### src/rtl/axis_pkt_gen_pkg.sv
// Shared types for the AXI4-Stream packet generator: pattern modes, FSM states, length clamp.
// Latency: n/a (types and a pure function only).
// Backpressure: n/a.
package axis_pkt_gen_pkg;

    // Data pattern selection; the reserved code behaves like MODE_INCR
    typedef enum logic [1:0] {
        MODE_INCR  = 2'd0,
        MODE_CONST = 2'd1,
        MODE_TAG   = 2'd2,
        MODE_RSVD  = 2'd3
    } mode_t;

    typedef enum logic [1:0] {
        ST_IDLE = 2'd0,
        ST_SEND = 2'd1,
        ST_GAP  = 2'd2
    } state_t;

    // A zero length still produces a one-beat packet; oversize lengths saturate
    function automatic int unsigned clamp_len(input int unsigned len, input int unsigned max_len);
        if (len == 0) return 1;
        if (len > max_len) return max_len;
        return len;
    endfunction

endpackage

### src/rtl/axis_pkt_gen_if.sv
// AXI4-Stream bundle between the packet generator and its sink.
// Latency: none (wires only).
// Backpressure: tready from the slave side; tkeep present only with AXIS_PKT_GEN_TKEEP_EN.
interface axis_pkt_gen_if #(
    parameter int DATA_WIDTH = 32
);
    logic [DATA_WIDTH-1:0]   tdata;
    logic                    tvalid;
    logic                    tready;
    logic                    tlast;
`ifdef AXIS_PKT_GEN_TKEEP_EN
    logic [DATA_WIDTH/8-1:0] tkeep;
`endif

    modport master (
        output tdata,
        output tvalid,
        output tlast,
`ifdef AXIS_PKT_GEN_TKEEP_EN
        output tkeep,
`endif
        input  tready
    );

    modport slave (
        input  tdata,
        input  tvalid,
        input  tlast,
`ifdef AXIS_PKT_GEN_TKEEP_EN
        input  tkeep,
`endif
        output tready
    );

endinterface

### src/rtl/axis_pkt_pattern.sv
// Beat data generator: maps (mode, seed, beat index, packet number) to tdata.
// Latency: combinational; the caller registers the result.
// Backpressure: none, pure function of its inputs.
module axis_pkt_pattern
    import axis_pkt_gen_pkg::*;
#(
    parameter int DATA_WIDTH = 32,
    parameter int LEN_W      = 9
) (
    input  mode_t                 mode,
    input  logic [DATA_WIDTH-1:0] seed,
    input  logic [LEN_W-1:0]      beat,
    input  logic [15:0]           pkt,
    output logic [DATA_WIDTH-1:0] data
);
    localparam int HALF = DATA_WIDTH / 2;
    localparam logic [DATA_WIDTH-1:0] LO_MASK = {{HALF{1'b0}}, {HALF{1'b1}}};

    // Tagged mode: packet number in the upper half, beat index in the lower half
    always_comb begin
        data = seed + DATA_WIDTH'(beat);
        case (mode)
            MODE_CONST: data = seed;
            MODE_TAG:   data = (DATA_WIDTH'(pkt) << HALF) | (DATA_WIDTH'(beat) & LO_MASK);
            default:    ;
        endcase
    end

endmodule

### src/rtl/axis_pkt_gen.sv
// AXI4-Stream packet generator: run-time length/count/gap/pattern; optional tkeep via AXIS_PKT_GEN_TKEEP_EN.
// Latency: first beat valid one cycle after cfg_start; back-to-back packets when gap is zero.
// Backpressure: beat held stable until tvalid && tready; tready is ignored while tvalid is low.
module axis_pkt_gen
    import axis_pkt_gen_pkg::*;
#(
    parameter int DATA_WIDTH  = 32,
    parameter int MAX_PKT_LEN = 256,
    parameter int LEN_W       = $clog2(MAX_PKT_LEN + 1),
    parameter int GAP_W       = 8
) (
    input  logic                    clk,
    input  logic                    reset,
    input  logic                    cfg_start,
    input  logic                    cfg_stop,
    input  logic [1:0]              cfg_mode,
    input  logic [LEN_W-1:0]        cfg_pkt_len,
    input  logic [15:0]             cfg_num_pkts,
    input  logic [GAP_W-1:0]        cfg_gap,
    input  logic [DATA_WIDTH-1:0]   cfg_seed,
`ifdef AXIS_PKT_GEN_TKEEP_EN
    input  logic [DATA_WIDTH/8-1:0] cfg_last_keep,
`endif
    axis_pkt_gen_if.master          m,
    output logic                    busy,
    output logic [15:0]             pkt_count,
    output logic                    done
);
    state_t                state;
    mode_t                 mode_q;
    logic [LEN_W-1:0]      len_q;
    logic [LEN_W-1:0]      beat;
    logic [15:0]           num_q;
    logic [GAP_W-1:0]      gap_q;
    logic [GAP_W-1:0]      gap_cnt;
    logic [DATA_WIDTH-1:0] seed_q;
    logic                  stop_pend;

    // Next-beat selection feeding the pattern generator
    mode_t                 pat_mode;
    logic [DATA_WIDTH-1:0] pat_seed;
    logic [LEN_W-1:0]      pat_beat;
    logic [15:0]           pat_pkt;
    logic [DATA_WIDTH-1:0] pat_data;
    logic [LEN_W-1:0]      len_sel;
    logic [LEN_W-1:0]      cfg_len_c;
    logic                  last_nxt;
    logic                  hs;
    logic                  run_end;
    logic                  stop_now;

`ifdef AXIS_PKT_GEN_TKEEP_EN
    localparam int KEEP_W = DATA_WIDTH / 8;
    logic [KEEP_W-1:0] keep_q;
    logic [KEEP_W-1:0] cfg_keep_c;
    logic [KEEP_W-1:0] keep_nxt;
`endif

    axis_pkt_pattern #(
        .DATA_WIDTH (DATA_WIDTH),
        .LEN_W      (LEN_W)
    ) u_pattern (
        .mode (pat_mode),
        .seed (pat_seed),
        .beat (pat_beat),
        .pkt  (pat_pkt),
        .data (pat_data)
    );

    // Work out which beat gets presented next: first beat of a run (from live cfg),
    // next beat of this packet, or first beat of the following packet
    always_comb begin
        cfg_len_c = LEN_W'(clamp_len(32'(cfg_pkt_len), 32'(MAX_PKT_LEN)));
        pat_mode  = mode_q;
        pat_seed  = seed_q;
        pat_beat  = '0;
        pat_pkt   = pkt_count;
        len_sel   = len_q;
        case (state)
            ST_IDLE: begin
                pat_mode = mode_t'(cfg_mode);
                pat_seed = cfg_seed;
                pat_pkt  = '0;
                len_sel  = cfg_len_c;
            end
            ST_SEND: begin
                if (!m.tlast) pat_beat = beat + LEN_W'(1);
                else          pat_pkt  = pkt_count + 16'd1;
            end
            default: ;
        endcase
        last_nxt = (pat_beat == len_sel - LEN_W'(1));
        hs       = m.tvalid && m.tready;
        run_end  = (num_q != 16'd0) && ((pkt_count + 16'd1) == num_q);
        stop_now = stop_pend || cfg_stop;
`ifdef AXIS_PKT_GEN_TKEEP_EN
        cfg_keep_c = (cfg_last_keep == '0) ? '1 : cfg_last_keep;
        keep_nxt   = '1;
        if (last_nxt) keep_nxt = (state == ST_IDLE) ? cfg_keep_c : keep_q;
`endif
    end

    // Control FSM with all stream and status outputs registered
    always_ff @(posedge clk) begin
        if (reset) begin
            state     <= ST_IDLE;
            mode_q    <= MODE_INCR;
            len_q     <= '0;
            beat      <= '0;
            num_q     <= '0;
            gap_q     <= '0;
            gap_cnt   <= '0;
            seed_q    <= '0;
            stop_pend <= 1'b0;
            m.tdata   <= '0;
            m.tvalid  <= 1'b0;
            m.tlast   <= 1'b0;
            busy      <= 1'b0;
            pkt_count <= '0;
            done      <= 1'b0;
`ifdef AXIS_PKT_GEN_TKEEP_EN
            keep_q    <= '0;
            m.tkeep   <= '0;
`endif
        end else begin
            done <= 1'b0;
            case (state)
                ST_IDLE: begin
                    // Start beats a simultaneous stop; a lone stop does nothing here
                    if (cfg_start) begin
                        mode_q    <= mode_t'(cfg_mode);
                        len_q     <= cfg_len_c;
                        num_q     <= cfg_num_pkts;
                        gap_q     <= cfg_gap;
                        seed_q    <= cfg_seed;
                        stop_pend <= 1'b0;
                        pkt_count <= '0;
                        beat      <= '0;
                        m.tdata   <= pat_data;
                        m.tlast   <= last_nxt;
                        m.tvalid  <= 1'b1;
                        busy      <= 1'b1;
                        state     <= ST_SEND;
`ifdef AXIS_PKT_GEN_TKEEP_EN
                        keep_q    <= cfg_keep_c;
                        m.tkeep   <= keep_nxt;
`endif
                    end
                end
                ST_SEND: begin
                    if (cfg_stop) stop_pend <= 1'b1;
                    if (hs) begin
                        if (!m.tlast) begin
                            beat    <= pat_beat;
                            m.tdata <= pat_data;
                            m.tlast <= last_nxt;
`ifdef AXIS_PKT_GEN_TKEEP_EN
                            m.tkeep <= keep_nxt;
`endif
                        end else begin
                            pkt_count <= pkt_count + 16'd1;
                            if (run_end || stop_now) begin
                                state     <= ST_IDLE;
                                m.tvalid  <= 1'b0;
                                m.tlast   <= 1'b0;
                                busy      <= 1'b0;
                                done      <= 1'b1;
                                stop_pend <= 1'b0;
                            end else if (gap_q == '0) begin
                                beat    <= '0;
                                m.tdata <= pat_data;
                                m.tlast <= last_nxt;
`ifdef AXIS_PKT_GEN_TKEEP_EN
                                m.tkeep <= keep_nxt;
`endif
                            end else begin
                                state    <= ST_GAP;
                                m.tvalid <= 1'b0;
                                m.tlast  <= 1'b0;
                                gap_cnt  <= gap_q;
                            end
                        end
                    end
                end
                ST_GAP: begin
                    // gap_cnt was loaded with the gap length, so tvalid stays low exactly that many cycles
                    if (cfg_stop) begin
                        state <= ST_IDLE;
                        busy  <= 1'b0;
                        done  <= 1'b1;
                    end else if (gap_cnt == GAP_W'(1)) begin
                        beat     <= '0;
                        m.tdata  <= pat_data;
                        m.tlast  <= last_nxt;
                        m.tvalid <= 1'b1;
                        state    <= ST_SEND;
`ifdef AXIS_PKT_GEN_TKEEP_EN
                        m.tkeep  <= keep_nxt;
`endif
                    end else begin
                        gap_cnt <= gap_cnt - GAP_W'(1);
                    end
                end
                default: begin
                    state    <= ST_IDLE;
                    m.tvalid <= 1'b0;
                    busy     <= 1'b0;
                end
            endcase
        end
    end

endmodule

### src/flat_wrapper.sv
// flat-port wrapper written by rule: the top's interface ports become plain ports
module axis_pkt_gen_flat import axis_pkt_gen_pkg::*;
#(
    parameter int DATA_WIDTH  = 32,
    parameter int MAX_PKT_LEN = 256,
    parameter int LEN_W       = $clog2(MAX_PKT_LEN + 1),
    parameter int GAP_W       = 8
)
  (clk, reset, cfg_start, cfg_stop, cfg_mode, cfg_pkt_len, cfg_num_pkts, cfg_gap, cfg_seed, busy, pkt_count, done, m_tdata, m_tvalid, m_tlast, m_tready);
  axis_pkt_gen_if #(.DATA_WIDTH(DATA_WIDTH)) m_i ();
  input  logic clk;
  input  logic reset;
  input  logic cfg_start;
  input  logic cfg_stop;
  input  logic [1:0] cfg_mode;
  input  logic [LEN_W-1:0] cfg_pkt_len;
  input  logic [15:0] cfg_num_pkts;
  input  logic [GAP_W-1:0] cfg_gap;
  input  logic [DATA_WIDTH-1:0] cfg_seed;
  output logic busy;
  output logic [15:0] pkt_count;
  output logic done;
  output wire logic [$bits(m_i.tdata)-1:0] m_tdata;
  output wire logic [$bits(m_i.tvalid)-1:0] m_tvalid;
  output wire logic [$bits(m_i.tlast)-1:0] m_tlast;
  input wire logic [$bits(m_i.tready)-1:0] m_tready;
  assign m_tdata = m_i.tdata;
  assign m_tvalid = m_i.tvalid;
  assign m_tlast = m_i.tlast;
  assign m_i.tready = m_tready;
  axis_pkt_gen #(.DATA_WIDTH(DATA_WIDTH), .MAX_PKT_LEN(MAX_PKT_LEN), .LEN_W(LEN_W), .GAP_W(GAP_W)) u_core (.clk(clk), .reset(reset), .cfg_start(cfg_start), .cfg_stop(cfg_stop), .cfg_mode(cfg_mode), .cfg_pkt_len(cfg_pkt_len), .cfg_num_pkts(cfg_num_pkts), .cfg_gap(cfg_gap), .cfg_seed(cfg_seed), .m(m_i), .busy(busy), .pkt_count(pkt_count), .done(done));
endmodule
### config.mk
export PLATFORM = sky130hd
export DESIGN_NAME = axis_pkt_gen_flat
export DESIGN_NICKNAME = d
export VERILOG_FILES = /design/src/rtl/axis_pkt_gen_pkg.sv /design/src/rtl/axis_pkt_gen_if.sv /design/src/rtl/axis_pkt_pattern.sv /design/src/rtl/axis_pkt_gen.sv /design/src/flat_wrapper.sv
export SDC_FILE = /design/constraint.sdc
export NUM_CORES = 1
export LEC_CHECK = 0
export BUFFER_PORTS_ARGS = -buffer_cell sky130_fd_sc_hd__buf_2
export CORE_UTILIZATION = 47
export DETAILED_ROUTE_END_ITERATION = 10
export MAX_ROUTING_LAYER = met4
export PLACE_DENSITY = 0.7
export SYNTH_ARGS = -nofsm -noshare
export SYNTH_HDL_FRONTEND = slang
export SYNTH_SLANG_ARGS = --single-unit
### constraint.sdc
create_clock -name clk -period 4.1 [get_ports clk]
set_input_delay 0.41 -clock clk [delete_from_list [all_inputs] [get_ports clk]]
set_output_delay 0.41 -clock clk [all_outputs]
set_load 0.02 [all_outputs]
==> results.cfg <==
[cts]
cts_sinks = 139
clockRootBuffer = clkbuf_16
clk_pin_slew_ns = 0.06
cts_max_level = 4
cts_inserted_buffers = 17
cts_tree = done
cts_buffer_depth = 2
clk_latency_ns = 0.43

[placed_design]
place_congestion = 0.910
placedCellCount = 1451
postPlaceCellArea_mm2 = 0.00965
place_hpwl_mm = 19.2
place.port_buffers = 123

[status]
status = complete, no violations

[die]
placementRows = 49
chipWidth_um = 140
core_mm2 = 0.0183
num_io_pins = 124
die_h_um = 140
dieArea_mm2 = 0.0195
initial_core_util_pct = 48.7

[yosys]
syn_nets = 1254
synth-seq-cells = 139
syn_inst = 1161
ys_async_sr_fraction_pct = 0
ys_types = 77
syn_area_per_cell_um2 = 7.67
syn_area_mm2 = 0.00890
ys.flop_type = dfxtp_1
ys_seq_area_share_pct = 31.3
yosysWarnings = 0
synth_edf_count = 0

[critical_path]
r2r_setup_slack_ns = 0.25
slowest_delay_ns = 0.74
start_kind = register
cp-end-kind = register
cp.required_ns = 4.38
critPathArrivalTime_ns = 4.13
criticalPathCategory = register to register
crit_fanout = 69
crit_slowest_cell = a2111oi_0
crit_chain = ha_1 -> nand4_2 -> nor4b_2 -> a21oi_1 -> a2111oi_0 -> and4_4 -> a2bb2oi_4 -> buf_12 -> mux2i_1 -> nor2_1

[route]
drcViolationCount = 0
vias = 8950
post_drt_wl_per_cell_um = 18.2
drt-pass1-iter-count = 5
drt-total-wl_mm = 27.0
viasPerCell = 6.03
drt_iter0_drc = 768
ant_nets = 0

[finish]
nNetsFinal = 1334
layout.cells.non_filler = 1484
final_common_cell = nand2_1
area_delta_synth_final_pct = 15.6
final_cell_mix = nand2_1, dfxtp_1, a21oi_1
fin_util_pct = 56.3
drive_gt1_share_pct = 18.2
finalInstanceArea_mm2 = 0.0103

[flow_run]
cap_viol_max_count = 0

[sta]
hold_viol_final = 0
slew_violations = 0
slew_headroom_pct = 32.6
whs_ns = 0.215
finalCritPeriodShare_pct = 93.8
fin_skew_ns = 0.00684
period_minus_slack_ns = 3.85
setup_viol = 0
rsz0062_at_grt = no
tns_ns = 0
fmax_ghz = 0.260
worstMarginPinSlew_ns = 1.01

[global_routing]
grt_first_pass_wirelength_mm = 43.0
gr-total-overflow = 0
grt_max_degree = 70
grt_usage_pct = 28.8
antenna_found_initial = 2
grt_pass1_vias = 8242

[pwr]
cellLeakagePower_nw = 4.12
power_density_mw_per_mm2 = 627
peakVddDrop_mv = 0.357

[min_path]
hp-class = input pin to register
cell usage after synthesis (6+ instances only):
cell,number,area share [%]
nand2_1,204,8.6
a21o_1,9,0.76
dfxtp_1,139,31
mux2i_1,36,4.0
a221oi_1,16,1.6
ha_1,20,2.8
and2_1,7,0.49
nor4_1,10,0.70
o21ai_0,40,2.2
clkbuf_1,63,2.7
or3_1,7,0.49
a21oi_1,132,7.4
nand3_1,36,2.0
nand4_1,18,1.3
xnor2_1,37,3.6
a211oi_1,8,0.67
nor3_1,25,1.4
nor2b_1,21,1.5
mux2_2,24,3.0
and3_1,9,0.63
a31oi_1,25,1.8
buf_2,16,0.90
o41ai_1,7,0.69
o31ai_1,6,0.51
a211o_1,13,1.3
xor2_1,18,1.8
inv_1,27,1.1
a311oi_1,12,1.2
nor2_1,61,2.6
nand2b_1,17,1.2
sequential cells by signal, indices dropped and copies added, names as in the netlist:
name,count
u_core.m.tdata,32
u_core.seed_q,32
u_core.num_q,16
u_core.pkt_count,16
u_core.beat,9
u_core.len_q,9
u_core.gap_cnt,8
u_core.gap_q,8
u_core.mode_q,2
u_core.state,2
u_core.busy,1
u_core.done,1
u_core.m.tlast,1
u_core.m.tvalid,1
u_core.stop_pend,1
final timing paths:
kind / startpoint / cells after the start / to
hold reg to reg: u_core.m.tdata[6] / 2 / u_core.m.tdata[6]
setup / recovery: u_core.pkt_count[0] / 10 / u_core.beat[4]
hold / removal: cfg_gap[3] / 3 / u_core.gap_q[3]
setup reg to reg: u_core.pkt_count[0] / 10 / u_core.beat[4]
critical path, delay by kind of cell, from the launching register on:
kind / cells / cell delay [ns]
fa+ha+maj: 1 / 0.39
buf+inv: 1 / 0.30
flops: 1 / 0.59
compound gates: 3 / 0.98
simple gates: 4 / 1.12
mux: 1 / 0.27
cell type report:
class	count	area [µm²]
Fill cell	1739	7980
Multi-Input combinational cell	905	5620
Sequential cell	139	2780
Timing Repair Buffer	150	858
Clock buffer	18	439
Tap cell	229	287
Clock inverter	13	191
Inverter	28	105
Antenna cell	2	5.00
through the flow:
step / total power, mW / setup WS, ns
global route: 6.83 / 0.0435
floorplan: 4.01 / 0.00856
global placement: 4.74 / 0.393
finish: 6.46 / 0.254
CTS: 6.44 / 0.266
detailed placement: 4.76 / 0.361
per-layer routing:
layer  track usage [%]  vias up  part of all wire (%)
li1                  -     4345                     -
met1              35.0     4184                    42
met2              46.0      356                    47
met3              5.95       65                   6.9
met4              13.1        0                   3.6
met5                 -        -                     0
cells by family (layout without fill, tap and decap cells):
kind of cell | Yosys count | count (layout) | synth area share (%)
AOI/OAI and AO/OA | 324 | 324 | 23.7
xor gates and xnor gates | 55 | 55 | 5.41
adders and majority gates | 21 | 21 | 3.04
buffers and inverters | 117 | 209 | 5.73
DFF | 139 | 139 | 31.3
muxes | 60 | 60 | 7.08
other | 0 | 2 | 0
and+or+nand+nor | 445 | 445 | 23.8
power breakdown:
part	internal [mW]	switching, mW
clock	1.04	0.643
combinational	1.12	1.88
sequential	1.59	0.179
what timing repair did:
item / CTS / global route
resized for setup: 0 / 1
hold buffers: 0 / 0
buffers inserted: 0 / 0
endpoints found under the setup margin: 0 / 3
Note: power is estimated with default switching activity, not from simulation.
